===== src/rtl/key_event_encoder_pkg.sv =====
// Shared types and helpers for the key event encoder: keycode width, event record
// and the mapping from a physical (row, bit) position to a keycode.
package key_event_encoder_pkg;

    localparam int KEY_COUNT = 32;
    localparam int KEYCODE_W = 5;
    localparam int ROW_W     = 8;
    localparam int ROW_COUNT = 4;
    localparam int EVENT_W   = KEYCODE_W + 1;

    typedef struct packed {
        logic                 press;
        logic [KEYCODE_W-1:0] code;
    } key_event_t;

    // Row numbers are 1-based; bit 7 of each row is the lowest code in that row.
    function automatic logic [KEYCODE_W-1:0] keycode_of(input int row, input int bit_idx);
        int c;
        c = ROW_W * (row - 1) + (ROW_W - 1 - bit_idx);
        return c[KEYCODE_W-1:0];
    endfunction

endpackage


===== src/rtl/key_event_fifo.sv =====
// Synchronous FIFO with a registered head word; a push into an empty FIFO is visible
// on the outputs the following cycle. Accepts a push while full if a pop happens too.
module key_event_fifo #(
    parameter int FIFO_DEPTH = 4,
    parameter int WIDTH      = 6
) (
    input  logic             clk,
    input  logic             reset,
    input  logic             i_push,
    input  logic [WIDTH-1:0] i_data,
    input  logic             i_pop,
    output logic [WIDTH-1:0] o_data,
    output logic             o_full,
    output logic             o_empty
);

    localparam int PTR_W = (FIFO_DEPTH > 1) ? $clog2(FIFO_DEPTH) : 1;
    localparam int CNT_W = PTR_W + 1;

    logic [WIDTH-1:0] r_mem [FIFO_DEPTH];
    logic [PTR_W-1:0] r_wr;
    logic [PTR_W-1:0] r_rd;
    logic [CNT_W-1:0] r_cnt;
    logic             r_valid;
    logic [WIDTH-1:0] r_head;

    logic             w_full;
    logic             w_pop;
    logic             w_push;
    logic [PTR_W-1:0] w_rd_nxt;
    logic [CNT_W-1:0] w_cnt_nxt;

    assign w_full    = (r_cnt == CNT_W'(FIFO_DEPTH));
    assign w_pop     = r_valid && i_pop;
    assign w_push    = i_push && (!w_full || w_pop);
    assign w_rd_nxt  = w_pop ? r_rd + PTR_W'(1) : r_rd;
    assign w_cnt_nxt = r_cnt + CNT_W'(w_push) - CNT_W'(w_pop);

    always_ff @(posedge clk) begin
        if (w_push) begin
            r_mem[r_wr] <= i_data;
        end
    end

    // The head register preloads the word that will sit at the read pointer next cycle;
    // when that slot is being written right now, forward the incoming word instead.
    always_ff @(posedge clk) begin
        if (reset) begin
            r_wr    <= '0;
            r_rd    <= '0;
            r_cnt   <= '0;
            r_valid <= 1'b0;
            r_head  <= '0;
        end else begin
            if (w_push) begin
                r_wr <= r_wr + PTR_W'(1);
            end
            r_rd    <= w_rd_nxt;
            r_cnt   <= w_cnt_nxt;
            r_valid <= (w_cnt_nxt != '0);
            if (w_push && (r_wr == w_rd_nxt)) begin
                r_head <= i_data;
            end else if (w_cnt_nxt != '0) begin
                r_head <= r_mem[w_rd_nxt];
            end
        end
    end

    assign o_data  = r_head;
    assign o_full  = w_full;
    assign o_empty = !r_valid;

endmodule


===== src/rtl/key_event_encoder.sv =====
// Debounces 32 key-status bits sampled every SAMPLE_DIV clocks and scans them one key per
// clock, queueing press/release events for a valid/ready consumer.
module key_event_encoder
    import key_event_encoder_pkg::*;
#(
    parameter int SAMPLE_DIV = 1024,
    parameter int FIFO_DEPTH = 4
) (
    input  logic       clk,
    input  logic       reset,
    input  logic [7:0] key_row1,
    input  logic [7:0] key_row2,
    input  logic [7:0] key_row3,
    input  logic [7:0] key_row4,
    output logic       ev_valid,
    input  logic       ev_ready,
    output logic [4:0] ev_code,
    output logic       ev_press,
    output logic       key_any
);

    localparam int DIV_W = $clog2(SAMPLE_DIV);

    logic [ROW_W-1:0]     w_rows [ROW_COUNT];
    logic [KEY_COUNT-1:0] w_keys;
    logic [KEY_COUNT-1:0] w_same;
    logic [KEY_COUNT-1:0] w_stable_nxt;
    logic                 w_tick;
    logic                 w_differ;
    logic                 w_accept;
    logic                 w_push;
    logic                 w_fifo_full;
    logic                 w_fifo_empty;
    key_event_t           w_push_ev;
    key_event_t           w_head;

    logic [DIV_W-1:0]     r_div;
    logic [KEY_COUNT-1:0] r_snap;
    logic [KEY_COUNT-1:0] r_stable;
    logic [KEY_COUNT-1:0] r_reported;
    logic [KEYCODE_W-1:0] r_idx;
    logic                 r_key_any;

    assign w_rows[0] = key_row1;
    assign w_rows[1] = key_row2;
    assign w_rows[2] = key_row3;
    assign w_rows[3] = key_row4;

    always_comb begin
        w_keys = '0;
        for (int r = 0; r < ROW_COUNT; r++) begin
            for (int b = 0; b < ROW_W; b++) begin
                w_keys[keycode_of(r + 1, b)] = w_rows[r][b];
            end
        end
    end

    // A key's stable state only follows the raw input after two equal consecutive samples.
    assign w_tick       = (r_div == DIV_W'(SAMPLE_DIV - 1));
    assign w_same       = ~(w_keys ^ r_snap);
    assign w_stable_nxt = (w_same & w_keys) | (~w_same & r_stable);

    always_ff @(posedge clk) begin
        if (reset) begin
            r_div    <= '0;
            r_snap   <= '0;
            r_stable <= '0;
        end else if (w_tick) begin
            r_div    <= '0;
            r_snap   <= w_keys;
            r_stable <= w_stable_nxt;
        end else begin
            r_div    <= r_div + DIV_W'(1);
        end
    end

    // The scanner stalls on a pending change rather than skip it when the FIFO is full.
    assign w_differ  = (r_stable[r_idx] != r_reported[r_idx]);
    assign w_accept  = !w_fifo_full || (!w_fifo_empty && ev_ready);
    assign w_push    = w_differ && w_accept;
    assign w_push_ev = '{press: r_stable[r_idx], code: r_idx};

    always_ff @(posedge clk) begin
        if (reset) begin
            r_idx      <= '0;
            r_reported <= '0;
            r_key_any  <= 1'b0;
        end else begin
            if (!w_differ || w_accept) begin
                r_idx <= r_idx + KEYCODE_W'(1);
            end
            if (w_push) begin
                r_reported[r_idx] <= r_stable[r_idx];
            end
            r_key_any <= |r_stable;
        end
    end

    key_event_fifo #(
        .FIFO_DEPTH (FIFO_DEPTH),
        .WIDTH      (EVENT_W)
    ) u_fifo (
        .clk     (clk),
        .reset   (reset),
        .i_push  (w_push),
        .i_data  (w_push_ev),
        .i_pop   (ev_ready),
        .o_data  (w_head),
        .o_full  (w_fifo_full),
        .o_empty (w_fifo_empty)
    );

    assign ev_valid = !w_fifo_empty;
    assign ev_code  = w_head.code;
    assign ev_press = w_head.press;
    assign key_any  = r_key_any;

endmodule


===== config.mk =====
export PLATFORM = sky130hd
export DESIGN_NAME = key_event_encoder
export DESIGN_NICKNAME = d
export VERILOG_FILES = /design/src/rtl/key_event_encoder_pkg.sv /design/src/rtl/key_event_fifo.sv /design/src/rtl/key_event_encoder.sv
export SDC_FILE = /design/constraint.sdc
export NUM_CORES = 1
export LEC_CHECK = 0
export ABC_AREA = 1
export CORE_ASPECT_RATIO = 1.1
export CORE_MARGIN = 4
export CORE_UTILIZATION = 54
export DETAILED_ROUTE_END_ITERATION = 10
export GPL_ROUTABILITY_DRIVEN = 0
export PLACE_DENSITY = 0.78
export RECOVER_POWER = 25
export SLEW_MARGIN = 15
export SYNTH_ARGS = -nofsm -noshare
export SYNTH_HDL_FRONTEND = slang
export SYNTH_HIERARCHICAL = 1
export SYNTH_SLANG_ARGS = --single-unit

===== constraint.sdc =====
create_clock -name clk -period 3.5 [get_ports clk]
set_input_delay 0.875 -clock clk [delete_from_list [all_inputs] [get_ports clk]]
set_output_delay 0.875 -clock clk [all_outputs]
set_load 0.02 [all_outputs]

==> results.py, run 1 <==
metrics = {
    "yosys": {
        "synthesis.nets": 1164,
        "synth_edf_count": 24,
        "ys_ff_latch": 150,
        "netlist_area_um2": 7896,
        "synth_cell_type_count": 37,
        "yosysTopAreaCell": "dfxtp_1",
        "ys_seq_area_frac": 0.4107,
        "synth_top_flop_cell": "dfxtp_1",
        "yosysWarnings": 6,
        "async_flop_share": 0,
        "synthTopCellsByArea": "dfxtp_1 32%, nand2_1 12%, edfxtp_1 9.1%",
        "synthMostInstantiatedCell": "nand2_1",
        "synthTopCellsByCount": "247 x nand2_1, 176 x inv_1, 126 x dfxtp_1, 101 x a21oi_1, 87 x nor2_1",
        "synth_top_area_share": 0.3194,
        "synthCells": 1117,
        "avgSynthCellArea_um2": 7.069,
    },
    "layout": {
        "drive_above_1_share": 0.07398,
        "diodes": 0,
        "areaGrowthSynthToFinish_pct": 12.45,
        "final_design_area_no_fill_um2": 8880,
        "nNetsFinal": 1183,
    },
    "routing": {
        "post-route-drc-count": 0,
        "vias_per_cell": 5.333,
        "wl_um": 17490,
        "vias": 7151,
        "routedWlPerCell_um": 13.05,
        "detail-route-antenna-nets": 0,
        "drt-initial-drc-count": 615,
        "drt_first_pass_iters": 5,
    },
    "placed_design": {
        "pre_cts_ws_ns": 0.03649,
        "place_area_um2": 8307,
        "port_buffers": 42,
        "post-dp-hpwl_um": 11190,
    },
    "cts": {
        "cts_buffer_depth": 2,
        "cts.clk_slew.worst_paths_ns": 0.06,
        "cts_root_buffer": "clkbuf_16",
        "cts_tree": "done",
        "cts_hold_buf": 0,
        "clk_latency_ns": 0.42,
        "cts_num_sinks": 150,
        "cts_made_buffers": 17,
        "htree_num_levels": 4,
    },
    "timing": {
        "hold_ws_ns": 0.4493,
        "fin_crit_ns": 3.233,
        "fmax_ghz": 0.3093,
        "fin_skew_ns": 0.007926,
        "hold_viol": 0,
        "slew_violations": 95,
        "setup_ws_ns": 0.2672,
        "max_slew_margin": -0.06638,
        "worst_pin_slew_ns": 1.600,
        "setup_viol": 0,
        "finalCritPeriodShare": 0.9237,
    },
    "run_status": {
        "outcome": "finished with violations",
        "failed_checks": "capacitance limit, slew limit",
    },
    "setup_path": {
        "crit_path_start_kind": "flip-flop",
        "worst-setup-path-type": "reg -> reg",
        "cp-end-kind": "flip-flop",
        "crit_fanout": 34,
        "crit_required_ns": 3.86,
        "ff2ff_path_depth": 22,
        "reg2reg_setup_slack_ns": 0.27,
        "worst_ep_arrival_time_ns": 3.59,
    },
    "run": {
        "cap_violations": 1,
    },
    "global_routing": {
        "grt_pass1_wl_um": 28880,
        "grt.overflow.total": 0,
        "grt_max_degree": 95,
        "gr-usage-all-layers": 0.2140,
        "antenna_found_initial": 0,
        "grt_pass1_vias": 6332,
    },
    "hold_path": {
        "hold_path_depth": 2,
        "hold_path.class": "reg -> reg",
    },
    "power": {
        "p_leak_uw": 0.003680,
        "p_per_area_nw_per_um2": 664.7,
        "peakVddDrop_v": 0.0004133,
    },
    "floorplanning": {
        "die_area_um2": 16620,
        "core_area_um2": 14390,
        "fp.dieH_um": 134.8,
        "die_w_um": 123.3,
        "io_pins": 43,
        "start_util": 0.5488,
        "num_rows": 46,
    },
}
## cell usage in the layout (no fill, tap or decap), types with 13 or more instances in the layout
| master | instances |
|---|---|
| a21oi_1 | 101 |
| clkbuf_16 | 17 |
| clkdlybuf4s50_1 | 40 |
| dfxtp_1 | 126 |
| edfxtp_1 | 24 |
| inv_1 | 178 |
| nand2_1 | 245 |
| nand3_1 | 65 |
| nand4_1 | 73 |
| nor2_1 | 90 |
| nor2_2 | 13 |
| o21ai_0 | 71 |
## per-layer routing
metal / routed length (um) / track usage / vias up / share of wire
li1: - / - / 3640 / -
met1: 7622 / 0.2623 / 3264 / 0.44
met2: 8572 / 0.3590 / 206 / 0.49
met3: 843 / 0.04860 / 41 / 0.048
met4: 455 / 0.09231 / 0 / 0.026
met5: 0 / 0 / - / 0
## repair_timing
item                       in CTS  in global routing
buffers inserted                0                  1
setup endpoints to repair       0                  6
gates resized for setup         0                  4
## power breakdown
part	switching, uW	internal, uW
clock network	695	1140
logic	1410	665
registers	65.5	1930
## through the flow
| step | cells | setup TNS (ns) | utilization | power [uW] |
|---|---|---|---|---|
| final | 1341 | 0 | 0.6171 | 5902 |
| after detailed placement | 1308 | 0 | 0.5773 | 4024 |
| after global routing | 1341 | -0.1429 | 0.6171 | 6232 |
| after CTS | 1340 | 0 | 0.6180 | 5863 |
| after global placement | 1308 | 0 | 0.5773 | 3980 |
| after floorplan | 1117 | 0 | - | 3657 |
## critical path, stage by stage, from the launching register on
cell and delay [ns]:
dfxtp_1 0.33, buf_12 0.18, inv_8 0.19, nand2_1 0.08, nand3_1 0.08, nand2_1 0.10, nand2_1 0.07, nand2_1 0.06
nor2_2 0.14, nand2_4 0.11, nand2_2 0.08, nand2_1 0.06, nor2_1 0.17, nand2_4 0.07, inv_1 0.06, ha_1 0.18
fa_1 0.45, nor2_1 0.13, inv_1 0.08, nor2_4 0.18, and2_4 0.23, nor2_2 0.05, nor2_1 0.07
## worst paths after layout
kind | start | endpoint
worst min-delay path | r_reported[5] | r_reported[5]
worst max-delay path | r_idx[0] | u_fifo/o_data[5]
worst max register to register | r_idx[0] | u_fifo/o_data[5]
worst min register to register | r_reported[5] | r_reported[5]
## area by class of cell
type | count | area (um2)
inverter | 184 | 700.7
clock inverter | 10 | 130.1
sequential | 150 | 3243
clock buffer | 22 | 455.4
timing repair buffer | 60 | 553.0
tap | 192 | 240.2
fill | 1275 | 5509
multi-input combinational | 723 | 3557
## kinds of logic after synthesis
kind of cell | Yosys count | synth area share
AOI/OAI and AO/OA | 176 | 0.1120
and+or+nand+nor | 531 | 0.3134
buffers and inverters | 244 | 0.1394
xor gates and xnor gates | 4 | 0.004436
adders and majority gates | 12 | 0.01996
DFF | 150 | 0.4107
No activity file was read; power rests on OpenSTA's default activity.
==> run 2: changes to the inputs <==
- ABC_AREA: 1 -> unset
- CAP_MARGIN: unset -> 25
- MAX_ROUTING_LAYER: unset -> met4
==> results.py, run 2 <==
metrics = {
    "run_status": {
        "outcome": "finished with violations",
        "failed_checks": "setup timing",
    },
    "timing": {
        "finalCritPeriodShare": 1.034,
        "setup_ws_ns": -0.1176,
        "hold_ws_ns": 0.4687,
        "slew_violations": 0,
        "fin_skew_ns": 0.007512,
        "fin_crit_ns": 3.618,
        "worst_pin_slew_ns": 1.054,
        "max_slew_margin": 0.2973,
        "hold_viol": 0,
        "fmax_ghz": 0.2764,
        "setup_viol": 6,
        "rsz0062_at_grt": "true",
    },
    "routing": {
        "drt-initial-drc-count": 653,
        "post-route-drc-count": 0,
        "detail-route-antenna-nets": 0,
        "drt_first_pass_iters": 8,
        "wl_um": 20690,
        "vias_per_cell": 6.460,
        "vias": 7093,
        "routedWlPerCell_um": 18.84,
    },
    "run": {
        "cap_violations": 0,
    },
    "yosys": {
        "ys_ff_latch": 150,
        "synthTopCellsByArea": "dfxtp_1 34%, edfxtp_1 9.6%, a21oi_1 6.7%",
        "synthTopCellsByCount": "126 x dfxtp_1, 111 x nand2_1, 100 x a21oi_1, 69 x o21ai_0, 37 x clkbuf_1",
        "async_flop_share": 0,
        "ys_seq_area_frac": 0.4321,
        "netlist_area_um2": 7505,
        "synth_top_area_share": 0.3361,
        "synthCells": 854,
        "avgSynthCellArea_um2": 8.788,
        "synthMostInstantiatedCell": "dfxtp_1",
        "synth_top_flop_cell": "dfxtp_1",
        "synth_cell_type_count": 65,
        "yosysWarnings": 6,
        "synth_edf_count": 24,
        "synthesis.nets": 901,
        "yosysTopAreaCell": "dfxtp_1",
    },
    "power": {
        "p_leak_uw": 0.003398,
        "peakVddDrop_v": 0.0003464,
        "p_per_area_nw_per_um2": 597.8,
    },
    "setup_path": {
        "crit_fanout": 8,
        "crit_required_ns": 3.83,
        "worst_ep_arrival_time_ns": 3.95,
        "worst-setup-path-type": "reg -> reg",
        "crit_path_start_kind": "flip-flop",
        "cp-end-kind": "flip-flop",
    },
    "hold_path": {
        "hold_path.class": "reg -> reg",
    },
    "layout": {
        "final_common_cell": "dfxtp_1",
        "diodes": 0,
        "layout.cells.non_filler": 1098,
        "most-common-layout-cells": "121 x dfxtp_1, 111 x nand2_1, 100 x a21oi_1",
        "final_design_area_no_fill_um2": 9084,
        "areaGrowthSynthToFinish_pct": 21.04,
        "nNetsFinal": 948,
        "drive_above_1_share": 0.1346,
    },
    "floorplanning": {
        "core_area_um2": 13430,
        "fp.dieH_um": 131.6,
        "start_util": 0.5587,
        "num_rows": 44,
        "die_area_um2": 15850,
        "die_w_um": 120.4,
        "io_pins": 43,
    },
    "placed_design": {
        "port_buffers": 42,
        "place_inst": 1052,
        "place_area_um2": 8173,
        "pre_cts_ws_ns": -0.2014,
        "post-dp-hpwl_um": 13010,
    },
    "global_routing": {
        "gr-usage-all-layers": 0.2535,
        "grt.overflow.total": 0,
        "grt_pass1_vias": 6677,
        "grt_pass1_wl_um": 32270,
        "grt_max_degree": 101,
        "antenna_found_initial": 0,
    },
    "cts": {
        "cts.clk_slew.worst_paths_ns": 0.06,
        "cts_buffer_depth": 2,
        "clk_latency_ns": 0.43,
        "cts_num_sinks": 150,
        "cts_root_buffer": "clkbuf_16",
        "cts_tree": "done",
        "htree_num_levels": 4,
        "cts_made_buffers": 17,
    },
}
==> run 2: worst max-delay path, cell delays in order, from the launching register on <==
cell      delay (ns)
dfxtp_4         0.42
buf_12          0.16
mux2i_2         0.28
o221ai_2        0.15
a22oi_2         0.29
nand3_4         0.15
xor2_4          0.27
nor2_4          0.06
a21boi_4        0.16
ha_2            0.18
fa_2            0.32
xor3_1          0.21
nor3b_4         0.18
buf_6           0.13
a221o_1         0.27
a311oi_2        0.28
==> run 2: through the flow <==
step / utilization / TNS [ns] / total power, uW
final: 0.6762 / -0.4855 / 5430
after global routing: 0.6762 / -1.201 / 5626
after CTS: 0.6565 / 0 / 5287
after detailed placement: 0.6084 / -1.033 / 3375
after global placement: 0.6084 / 0 / 3307
after floorplan: - / -0.6769 / 2963
==> run 2: final cells by class <==
type	count	area (um2)
inverter	19	71.32
clock inverter	6	83.83
sequential	150	3257
clock buffer	26	543.0
multi-input combinational	623	4039
timing repair buffer	90	859.6
tap	184	230.2
fill	1070	4349
==> run 2: routing by layer <==
metal / share of wire / GRT usage
met1: 0.39 / 0.3059
met2: 0.49 / 0.4039
met3: 0.077 / 0.04987
met4: 0.039 / 0.1259
met5: 0 / -
==> run 2: repair_timing <==
item                       CTS  global route
resized for setup            9            29
buffers inserted             0            13
cloned                       0             1
hold buffers                 0             0
setup endpoints to repair    6             6
pin swaps                    1            12
==> run 2: final timing paths <==
check                                start                to  slack [ns]  cells past startpoint
worst max-delay path              r_idx[1]  u_fifo/o_data[5]       -0.12                     15
worst min-delay path            r_snap[29]        r_snap[29]        0.47                      2
worst max register to register    r_idx[1]  u_fifo/o_data[5]       -0.12                     15
worst min register to register  r_snap[29]        r_snap[29]        0.47                      2
==> run 2: kinds of logic after synthesis <==
group | count (synthesis) | share of synthesized area
compound gates | 303 | 0.2473
xor+xnor | 14 | 0.01934
fa+ha+maj | 12 | 0.02101
buf+inv | 81 | 0.05185
flops | 150 | 0.4321
mux | 39 | 0.05302
simple gates | 255 | 0.1754
==> run 2: report_power, final <==
part	total, uW	switching (uW)	leakage, uW	internal, uW
Combinational	1530	810	0.00185	719
Sequential	2000	130	0.00124	1870
Clock	1900	688	0.000310	1210
